===== src/rtl/sipo_rx_pkg.sv =====
// Shared types and width helpers for the framed serial receive controller.
package sipo_rx_pkg;

  typedef enum logic [1:0] {
    IDLE  = 2'd0,
    START = 2'd1,
    DATA  = 2'd2,
    STOP  = 2'd3
  } rx_state_t;

  // Divider width: enough bits to count one full serial bit period.
  function automatic int div_width(input int div);
    return (div < 2) ? 1 : $clog2(div);
  endfunction

  // Bit counter width: enough bits to hold 0..N.
  function automatic int cnt_width(input int n);
    return $clog2(n + 1);
  endfunction

  // Offset from the start-bit edge to the middle of the bit.
  function automatic int half_bit(input int div);
    return div / 2;
  endfunction

endpackage


===== src/rtl/sipo_shift_reg.sv =====
// Serial-in/parallel-out shift datapath; bit order chosen at elaboration.
module sipo_shift_reg #(
  parameter int N         = 8,
  parameter bit LSB_FIRST = 1'b1
) (
  input  logic         clk,
  input  logic         rst,
  input  logic         shift_en,
  input  logic         din,
  output logic [N-1:0] q
);

  // Shift one bit in per enable; after N shifts the first bit sits at the chosen end.
  always_ff @(posedge clk or posedge rst) begin
    if (rst) begin
      q <= '0;
    end else if (shift_en) begin
      if (LSB_FIRST) q <= {din, q[N-1:1]};
      else           q <= {q[N-2:0], din};
    end
  end

endmodule


===== src/rtl/sipo_rx_ctrl.sv =====
// Receive controller: start detect, mid-bit sampling, stop check and a one-entry output buffer.
module sipo_rx_ctrl
  import sipo_rx_pkg::*;
#(
  parameter int N         = 8,
  parameter int DIV       = 4,
  parameter bit LSB_FIRST = 1'b1
) (
  input  logic         clk,
  input  logic         rst,
  input  logic         en,
  input  logic         sin,
  output logic [N-1:0] word_o,
  output logic         valid_o,
  input  logic         ready_i,
  output logic         busy_o,
  output logic         ovf_o,
  output logic         ferr_o
);

  localparam int DW       = div_width(DIV);
  localparam int CW       = cnt_width(N);
  localparam int HALF_BIT = half_bit(DIV);

  localparam logic [DW-1:0] DIV_LAST  = DW'(DIV - 1);
  localparam logic [DW-1:0] HALF_LAST = DW'(HALF_BIT - 1);
  localparam logic [CW-1:0] CNT_LAST  = CW'(N - 1);

  rx_state_t     state, state_n;
  logic [DW-1:0] div_q, div_n;
  logic [CW-1:0] cnt_q, cnt_n;
  logic          shift_en;
  logic          stop_ok, stop_bad;
  logic          load_pend, err_pend;
  logic [N-1:0]  shift_q;

  sipo_shift_reg #(
    .N         (N),
    .LSB_FIRST (LSB_FIRST)
  ) u_shift (
    .clk      (clk),
    .rst      (rst),
    .shift_en (shift_en),
    .din      (sin),
    .q        (shift_q)
  );

  assign busy_o = (state != IDLE);

  // State, divider and bit counter registers.
  always_ff @(posedge clk or posedge rst) begin
    if (rst) begin
      state <= IDLE;
      div_q <= '0;
      cnt_q <= '0;
    end else begin
      state <= state_n;
      div_q <= div_n;
      cnt_q <= cnt_n;
    end
  end

  // Frame sequencing: counters only advance or clear as the current state dictates.
  always_comb begin
    state_n  = state;
    div_n    = div_q;
    cnt_n    = cnt_q;
    shift_en = 1'b0;
    stop_ok  = 1'b0;
    stop_bad = 1'b0;
    if (!en) begin
      state_n = IDLE;
      div_n   = '0;
      cnt_n   = '0;
    end else begin
      case (state)
        IDLE: begin
          if (!sin) begin
            state_n = START;
            div_n   = '0;
          end
        end
        START: begin
          if (div_q == HALF_LAST) begin
            div_n = '0;
            if (sin) begin
              state_n = IDLE;
            end else begin
              state_n = DATA;
              cnt_n   = '0;
            end
          end else begin
            div_n = div_q + 1'b1;
          end
        end
        DATA: begin
          if (div_q == DIV_LAST) begin
            shift_en = 1'b1;
            div_n    = '0;
            if (cnt_q == CNT_LAST) state_n = STOP;
            else                   cnt_n   = cnt_q + 1'b1;
          end else begin
            div_n = div_q + 1'b1;
          end
        end
        STOP: begin
          if (div_q == DIV_LAST) begin
            div_n   = '0;
            state_n = IDLE;
            if (sin) stop_ok  = 1'b1;
            else     stop_bad = 1'b1;
          end else begin
            div_n = div_q + 1'b1;
          end
        end
        default: state_n = IDLE;
      endcase
    end
  end

  // Output buffer and flags, one edge behind the stop-bit sample.
  always_ff @(posedge clk or posedge rst) begin
    if (rst) begin
      load_pend <= 1'b0;
      err_pend  <= 1'b0;
      ferr_o    <= 1'b0;
      ovf_o     <= 1'b0;
      valid_o   <= 1'b0;
      word_o    <= '0;
    end else begin
      load_pend <= stop_ok;
      err_pend  <= stop_bad;
      ferr_o    <= err_pend;
      if (load_pend) begin
        if (!valid_o || ready_i) begin
          word_o  <= shift_q;
          valid_o <= 1'b1;
        end else begin
          ovf_o <= 1'b1;
        end
      end else if (valid_o && ready_i) begin
        valid_o <= 1'b0;
      end
    end
  end

endmodule

===== config.mk =====
export PLATFORM = sky130hd
export DESIGN_NAME = sipo_rx_ctrl
export DESIGN_NICKNAME = d
export VERILOG_FILES = /design/src/rtl/sipo_rx_pkg.sv /design/src/rtl/sipo_shift_reg.sv /design/src/rtl/sipo_rx_ctrl.sv
export SDC_FILE = /design/constraint.sdc
export NUM_CORES = 1
export LEC_CHECK = 0
export BUFFER_PORTS_ARGS = -buffer_cell sky130_fd_sc_hd__clkbuf_2
export CAP_MARGIN = 40
export CORE_MARGIN = 1.5
export CORE_UTILIZATION = 45
export CTS_CLUSTER_SIZE = 8
export DETAILED_ROUTE_END_ITERATION = 8
export MAX_ROUTING_LAYER = met4
export SLEW_MARGIN = 10
export SYNTH_ARGS = -nofsm -noshare
export SYNTH_HDL_FRONTEND = slang
export SYNTH_SLANG_ARGS = --single-unit

===== constraint.sdc =====
create_clock -name clk -period 1.8 [get_ports clk]
set_clock_uncertainty 0.2 [all_clocks]
set_input_delay 0.36 -clock clk [delete_from_list [all_inputs] [get_ports clk]]
set_output_delay 0.36 -clock clk [all_outputs]
set_load 0.005 [all_outputs]

# Yosys cells after proc, flatten, opt, wreduce, memory -nomap -nowiden

Cells that the tools add are included.

Register bits after elaboration: 29
Bits of input ports: 5
Output and inout port bits: 12

Equality and inequality tests: 15
Reductions and logical operators: 12
Bitwise operators: 1
Add/subtract/negate cells: 2
Multiplexer cells: 33

Operators by type and width:

| kind                                                                    | count |
|---|---|
| 2-bit two-way mux                                                       | 11 |
| 3-bit inequality test, second input constant                            | 7 |
| 4-bit two-way mux                                                       | 5 |
| 1-bit two-way mux                                                       | 14 |
| 5-bit AND reduction                                                     | 2 |
| 2-bit one-hot mux with 4 select lines                                   | 1 |
| 4-bit one-hot mux with 2 select lines                                   | 1 |
| 2-bit equality test, second input constant                              | 3 |
| 2-bit one-hot mux with 3 select lines                                   | 1 |
| 2-bit AND reduction                                                     | 3 |
| 4-bit by 1-bit adder with 4-bit output, second input constant           | 1 |
| 2-bit by 1-bit equality test with 1-bit output, second input constant   | 2 |
| 4-bit by 3-bit equality test with 1-bit output, second input constant   | 1 |
| 2-bit nonzero test                                                      | 2 |
| 3-bit by 1-bit inequality test with 1-bit output, second input constant | 1 |
| 2-bit by 1-bit adder with 2-bit output, second input constant           | 1 |
| 2-bit logical NOT                                                       | 1 |
| 2-bit by 1-bit inequality test with 1-bit output, second input constant | 1 |
| 2-bit OR reduction                                                      | 1 |
| 1-bit logical AND                                                       | 1 |
| 1-bit logical NOT                                                       | 1 |
| 1-bit logical OR                                                        | 1 |
| 1-bit NOT                                                               | 1 |

# Logic depth before layout (Yosys ltp)

Gate-level depths: netlist of run 1.

Depth in word-level cells: 5
Gate-level depth with buffers: 5
Mapped depth without buffers: 5

# By module

A second synthesis of run 1 with hierarchy kept.

Cell total of the unflattened synthesis: 101
Area, all modules: 1316.3 um^2

Modules (own cells, without submodules):

| module         | area an instance (um^2) | times used | cells each |
|---|---|---|---|
| sipo_rx_ctrl   | 980.9                   | 1          | 83 |
| sipo_shift_reg | 335.3                   | 1          | 18 |

# Worst setup path before layout of run 1

OpenSTA, ideal clock, no wires.

Path kind: register -> register
Start: register div_q[0]
End: register u_shift.q[0]
Arrival: 1.242 ns
Path buffers: 1
Data required time: 1.475 ns
Stages on the path, launching flop included: 5
Library setup time: 0.125 ns
Slack: 0.233 ns
Cells stage by stage: dfrtp_1 -> ha_1 -> buf_2 -> nand4b_4 -> mux2_2

Cells in the longest elaborated chain, start to end: 4

RTL lines:

| element                | line                 | RTL |
|---|---|---|
| start, declared        | sipo_rx_ctrl.sv:30   | `logic [DW-1:0] div_q, div_n;` |
| start signal, assigned | sipo_rx_ctrl.sv:58   | `div_q <= div_n;` |
| 2-bit equality test    | sipo_rx_ctrl.sv:97   | `if (div_q == DIV_LAST) begin` |
| 1-bit two-way mux      | sipo_rx_ctrl.sv:97   |  |
| 1-bit two-way mux      | sipo_rx_ctrl.sv:76   | `case (state)` |
| 1-bit two-way mux      | sipo_rx_ctrl.sv:71   | `if (!en) begin` |
| end signal, assigned   | sipo_shift_reg.sv:18 | `if (LSB_FIRST) q <= {din, q[N-1:1]};` |
| end signal, assigned   | sipo_shift_reg.sv:19 | `else q <= {q[N-2:0], din};` |
| end, declared          | sipo_shift_reg.sv:10 | `output logic [N-1:0] q` |

No other way between the ends.
A chain may end at the register's enable or synchronous reset.

# Worst setup path in the final report of run 1

Start: register state[1]
End: output port busy_o

Cells in the longest elaborated chain, start to end: 1

RTL lines:

| element                | line               | RTL |
|---|---|---|
| start, declared        | sipo_rx_ctrl.sv:29 | `rx_state_t state, state_n;` |
| start signal, assigned | sipo_rx_ctrl.sv:57 | `state <= state_n;` |
| 2-bit nonzero test     | sipo_rx_ctrl.sv:48 | `assign busy_o = (state != IDLE);` |
| end, declared          | sipo_rx_ctrl.sv:16 | `output logic busy_o,` |

No other way between the ends.

==> results.sh, run 1 <==
export IMPL_status="finished, final reports clean"
export IMPL_avgSynthCellArea_um2=12.6
export IMPL_synth_compound_area_share=0.0730
export IMPL_fmax_mhz=583
export IMPL_drt_total_wl_mm=2.29
export IMPL_area_growth_pct=14.2
export IMPL_synth_xor_area_share=0
export IMPL_final_cell_area_mm2=0.00153
export IMPL_worstPathRequired_ps=1240
export IMPL_total_power_mw=1.14
export IMPL_rows=19
export IMPL_synthCells=106
export IMPL_arrival_ps=1160
export IMPL_worstSkewPairLatency_ps=320
export IMPL_ys_ff_latch=29
export IMPL_synth_top_family_by_area="simple AND/OR/NAND/NOR gates"
export IMPL_drtIter0Drc=20
export IMPL_wire_per_inst_um=14.2
export IMPL_synth_area_leaders="dfrtp_1 54%, mux2_2 13%, ha_1 3.7%, nand2_1 3.4%, nand3b_1 2.2%"
export IMPL_synth_simple_area_share=0.158
export IMPL_hold_depth=2
export IMPL_placed_area_mm2=0.00144
export IMPL_r2r_start="div_q[0]"
export IMPL_io_pins=17
export IMPL_min_to="err_pend"
export IMPL_fin_util=0.549
export IMPL_setup_slack_ps=84.2
export IMPL_antenna_found_initial=0
export IMPL_seqCellArea_um2=728
export IMPL_whs_ps=113
export IMPL_core_area_mm2=0.00278
export IMPL_crit_fanout=3
export IMPL_slew_headroom=0.762
export IMPL_drc=0
export IMPL_dpl_hpwl_mm=1.52
export IMPL_diodes=0
export IMPL_die_area_mm2=0.00331
export IMPL_min_delay_path_class="in2reg"
export IMPL_yosysSeqAreaShare=0.543
export IMPL_peakVddDrop_uv=506
export IMPL_hp_start="sin"
export IMPL_clk_transition_reported_paths_ps=90
export IMPL_endpoint_kind="output pin"
export IMPL_grt_pass1_wl_mm=3.97
export IMPL_synth_top_area_frac=0.543
export IMPL_clockBufferDepth=2
export IMPL_dr_total_vias=881
export IMPL_clockRootBuffer="clkbuf_4"
export IMPL_r2r_cells=3
export IMPL_cap_violations=0
export IMPL_period_needed_ps=1720
export IMPL_syn_area_mm2=0.00134
export IMPL_muxShareOfSynthArea=0.153
export IMPL_finalNonFillerCells=161
export IMPL_grt_max_degree=30
export IMPL_die_h_um=57.5
export IMPL_cts_tree="built"
export IMPL_p_leak_nw=0.813
export IMPL_synth_nets=115
export IMPL_rrSetupSlack_ps=150
export IMPL_grt_pass1_vias=832
export IMPL_drv_slew=0
export IMPL_antenna_left=0
export IMPL_grt_overflow=0
export IMPL_reg2reg_to="u_shift.q[2]"
export IMPL_viasPerCell=5.47
export IMPL_gp_congestion=0.742
export IMPL_setup_viol_count_final=0
export IMPL_cts_sinks=29
export IMPL_cts_buffers=5
export IMPL_setup_worst_path_start_class="register"
export IMPL_tightest_slew_ps=358
export IMPL_yosys_warnings=0
export IMPL_multi_input_area_um2=567
export IMPL_port_buffers=16
export IMPL_setup_tns_ps=0
export IMPL_powerDensity_mw_per_mm2=744
export IMPL_cts_max_level=2
export IMPL_nNetsFinal=139
export IMPL_dp_cells=151
export IMPL_grt_util_all_layers=0.167
export IMPL_rsz0062_at_grt="no"
export IMPL_drive_gt1_frac=0.385
export IMPL_synth_top_cell_by_area="dfrtp_1"
export IMPL_first_pass_iters=4
export IMPL_hold_viol=0
export IMPL_dpl_worst_slack_ps=89.7
export IMPL_synthAdderAreaFrac=0.0374
export IMPL_critical_path_class="reg2out"
export IMPL_period_share=0.953
export IMPL_initial_core_util=0.481
export IMPL_synth_distinct_cells=36
export IMPL_die_w_um=57.5
export IMPL_fill_cells=236
## layout make-up
type	instances	share of cell area
sequential	29	0.477
multi-input combinational	68	0.371
timing repair buffer	21	0.0786
clock buffer	7	0.0360
tap	31	0.0254
inverter	5	0.0123
## cells in the mapped netlist, drive strengths merged
cell type  number
mux2i           1
o21a            1
and4b           1
mux2           17
nand2b          1
o21bai          1
nand4b          2
o2bb2ai         2
nand3b          4
nand2          13
o211a           1
a21oi           2
nor3b           1
nand4bb         1
and3b           2
o211ai          1
nand3           4
inv             5
nor2            1
dfrtp          29
or2             1
o22ai           2
or3b            1
nor3            1
buf             4
o21ai           2
ha              4
o32ai           1
## worst max-delay path, stage by stage (launching register included)
cell	delay, ps
dfrtp_2	440
or2_2	290
clkbuf_2	110
## registers in the layout (all words and copies together) (netlist names)
name and cells:
cnt_q 4, div_q 2, err_pend 1, ferr_o 1, load_pend 1, ovf_o 1, state 2, u_shift.q 8
valid_o 1, word_o 8
## how the worst max path moves through the flow
stage / start / to / slack, ps
2_1_floorplan: div_q[0] / u_shift.q[0] / 230
3_3_place_gp: div_q[0] / u_shift.q[2] / 150
3_5_place_dp: div_q[0] / u_shift.q[2] / 90
4_1_cts: state[1] / busy_o / 70
5_1_grt: state[1] / busy_o / 50
6_report: state[1] / busy_o / 80
## logic make-up (layout without fill, tap and decap cells)
group / count (synthesis) / count (layout)
AND/OR/NAND/NOR: 33 / 33
buffers and inverters: 9 / 33
AO/OA/AOI/OAI: 13 / 13
multiplexers: 18 / 18
flip-flops: 29 / 29
adder cells (fa/ha/maj): 4 / 4
## per-layer routing
metal  vias to the layer above  track usage  wire length [um]
li1                        426            -                 -
met1                       428        0.230              1160
met2                        22        0.219               994
met3                         5       0.0476                97
met4                         0       0.0897                41
met5                         -            -                 0
## repair_timing
action                     4_1_cts  5_1_grt
hold endpoints to repair        29        0
cloned                           0        0
hold buffers                     1        0
resized for setup                2        1
setup buffers                    2        0
setup endpoints to repair        1        4
## power breakdown
part	internal, mW	leakage (nW)	switching, mW
Sequential	0.657	0.400	0.00633
Clock	0.184	0.0314	0.213
Combinational	0.0347	0.381	0.0418
## cell usage in the layout (no fill, tap or decap), drive strengths merged
cell type	netlist	final
o21a	1	1
nand3	4	4
buf	4	4
o21bai	1	1
ha	4	4
clkbuf	0	23
nor3	1	1
or2	1	1
dfrtp	29	29
nor2	1	1
mux2	17	17
nand2	13	13
and3b	2	2
a21oi	2	2
o21ai	2	2
and4b	1	1
nand2b	1	1
o211ai	1	1
nand4bb	1	1
nand3b	4	4
nand4b	2	2
o32ai	1	1
o22ai	2	2
o211a	1	1
inv	5	5
dlygate4sd3	0	1
mux2i	1	1
or3b	1	1
o2bb2ai	2	2
nor3b	1	1
Power figures use the tool's default switching activity.
==> run 2: changes to the inputs <==
- clock period: 1.8 -> 2.1 ns (I/O delays scaled with it)
==> results.sh, run 2 (synthesized netlist as in run 1, its figures left out) <==
export IMPL_status="finished, final reports clean"
export IMPL_top_regs="u_shift.q: 8 flops, word_o: 8 flops, cnt_q: 4 flops"
export IMPL_cts_sinks=29
export IMPL_cts_max_level=2
export IMPL_layout_common_cells="29 x dfrtp_1, 16 x clkbuf_2, 15 x mux2_2"
export IMPL_cts_resized=0
export IMPL_nNetsFinal=136
export IMPL_clockBufferDepth=2
export IMPL_drc=0
export IMPL_rows=19
export IMPL_seqCellArea_um2=726
export IMPL_core_area_mm2=0.00278
export IMPL_dpl_hpwl_mm=1.50
export IMPL_antenna_left=0
export IMPL_fin_util=0.552
export IMPL_rsz0062_at_grt="no"
export IMPL_worstPathRequired_ps=1480
export IMPL_fill_cells=242
export IMPL_endpoint_kind="output pin"
export IMPL_placed_area_mm2=0.00144
export IMPL_finalNonFillerCells=159
export IMPL_die_h_um=57.5
export IMPL_grt_pass1_wl_mm=3.92
export IMPL_drv_slew=0
export IMPL_worstSkewPairLatency_ps=330
export IMPL_grt_overflow=0
export IMPL_die_area_mm2=0.00331
export IMPL_peakVddDrop_uv=523
export IMPL_p_leak_nw=0.817
export IMPL_cts_tree="built"
export IMPL_tightest_slew_ps=444
export IMPL_setup_viol_count_final=0
export IMPL_port_buffers=16
export IMPL_powerDensity_mw_per_mm2=728
export IMPL_critical_path_class="reg2out"
export IMPL_arrival_ps=1340
export IMPL_setup_worst_path_start_class="register"
export IMPL_viasPerCell=5.38
export IMPL_grt_pass1_vias=854
export IMPL_first_pass_iters=4
export IMPL_setup_tns_ps=0
export IMPL_min_delay_path_class="reg2reg"
export IMPL_post_cts_buffers=0
export IMPL_grt_max_degree=30
export IMPL_drt_total_wl_mm=2.18
export IMPL_fmax_mhz=511
export IMPL_final_cell_area_mm2=0.00153
export IMPL_multi_input_area_um2=564
export IMPL_diodes=0
export IMPL_initial_core_util=0.481
export IMPL_io_pins=17
export IMPL_cts_buffers=5
export IMPL_period_needed_ps=1960
export IMPL_dr_total_vias=855
export IMPL_crit_fanout=13
export IMPL_clockRootBuffer="clkbuf_4"
export IMPL_grt_util_all_layers=0.164
export IMPL_gp_congestion=0.737
export IMPL_drtIter0Drc=7
export IMPL_antenna_found_initial=0
export IMPL_final_common_cell="dfrtp_1"
export IMPL_slew_headroom=0.704
export IMPL_cap_violations=0
export IMPL_period_share=0.932
export IMPL_hold_viol=0
export IMPL_die_w_um=57.5
export IMPL_drive_gt1_frac=0.359
export IMPL_dp_cells=150
export IMPL_area_growth_pct=14.7
export IMPL_wire_per_inst_um=13.7
export IMPL_cts_hold_buf=1
export IMPL_clk_transition_reported_paths_ps=90
==> run 2: cell count changes in the layout (fill, tap and decap cells not counted) <==
cell / change
bufinv_16: +1
dfrtp_1: +2
ha_2: -1
dfrtp_2: -2
clkbuf_1: -1
buf_4: -3
clkinvlp_4: +1
ha_1: +1
==> run 2: cell type report <==
cell class              instances  area share
flip-flops and latches         29       0.473
multi-input cells              68       0.368
repair buffers                 18      0.0636
clock buffers                   6      0.0334
well taps                      31      0.0253
clock inverters                 2      0.0245
inverters                       5      0.0122
==> run 2: final timing paths <==
path                       cells past startpoint      from            to  slack, ps
max reg2reg                                    3  div_q[0]  u_shift.q[2]        390
min reg2reg                                    0  err_pend        ferr_o        160
max in group asynchronous                      4       rst      state[1]        950
max                                            2  state[1]        busy_o        140
min in group asynchronous                      4       rst     word_o[7]        470
min                                            0  err_pend        ferr_o        160
==> run 2: critical path, stage by stage (launching register included) <==
cell      delay (ps)
dfrtp_1          550
or2_2            360
clkbuf_2         110
==> run 2: metrics by stage <==
stage | power (mW) | hold WS, ps | setup WS [ps]
after floorplan | 0.625 | 131 | 533
after global placement | 0.636 | 140 | 463
after detailed placement | 0.638 | 146 | 375
after CTS | 1.13 | 147 | 120
after global routing | 1.17 | 172 | 66.3
final | 1.12 | 163 | 143
==> run 2: layer usage <==
layer	routed length (um)	global-route usage
met5	0	-
met4	38	0.0797
met3	91	0.0476
met2	973	0.219
met1	1080	0.228
==> run 2: power breakdown <==
group	internal [mW]	switching, mW	total [mW]
Sequential	0.563	0.0114	0.574
Clock	0.283	0.208	0.491
Combinational	0.0255	0.0271	0.0526
Total	0.871	0.246	1.12
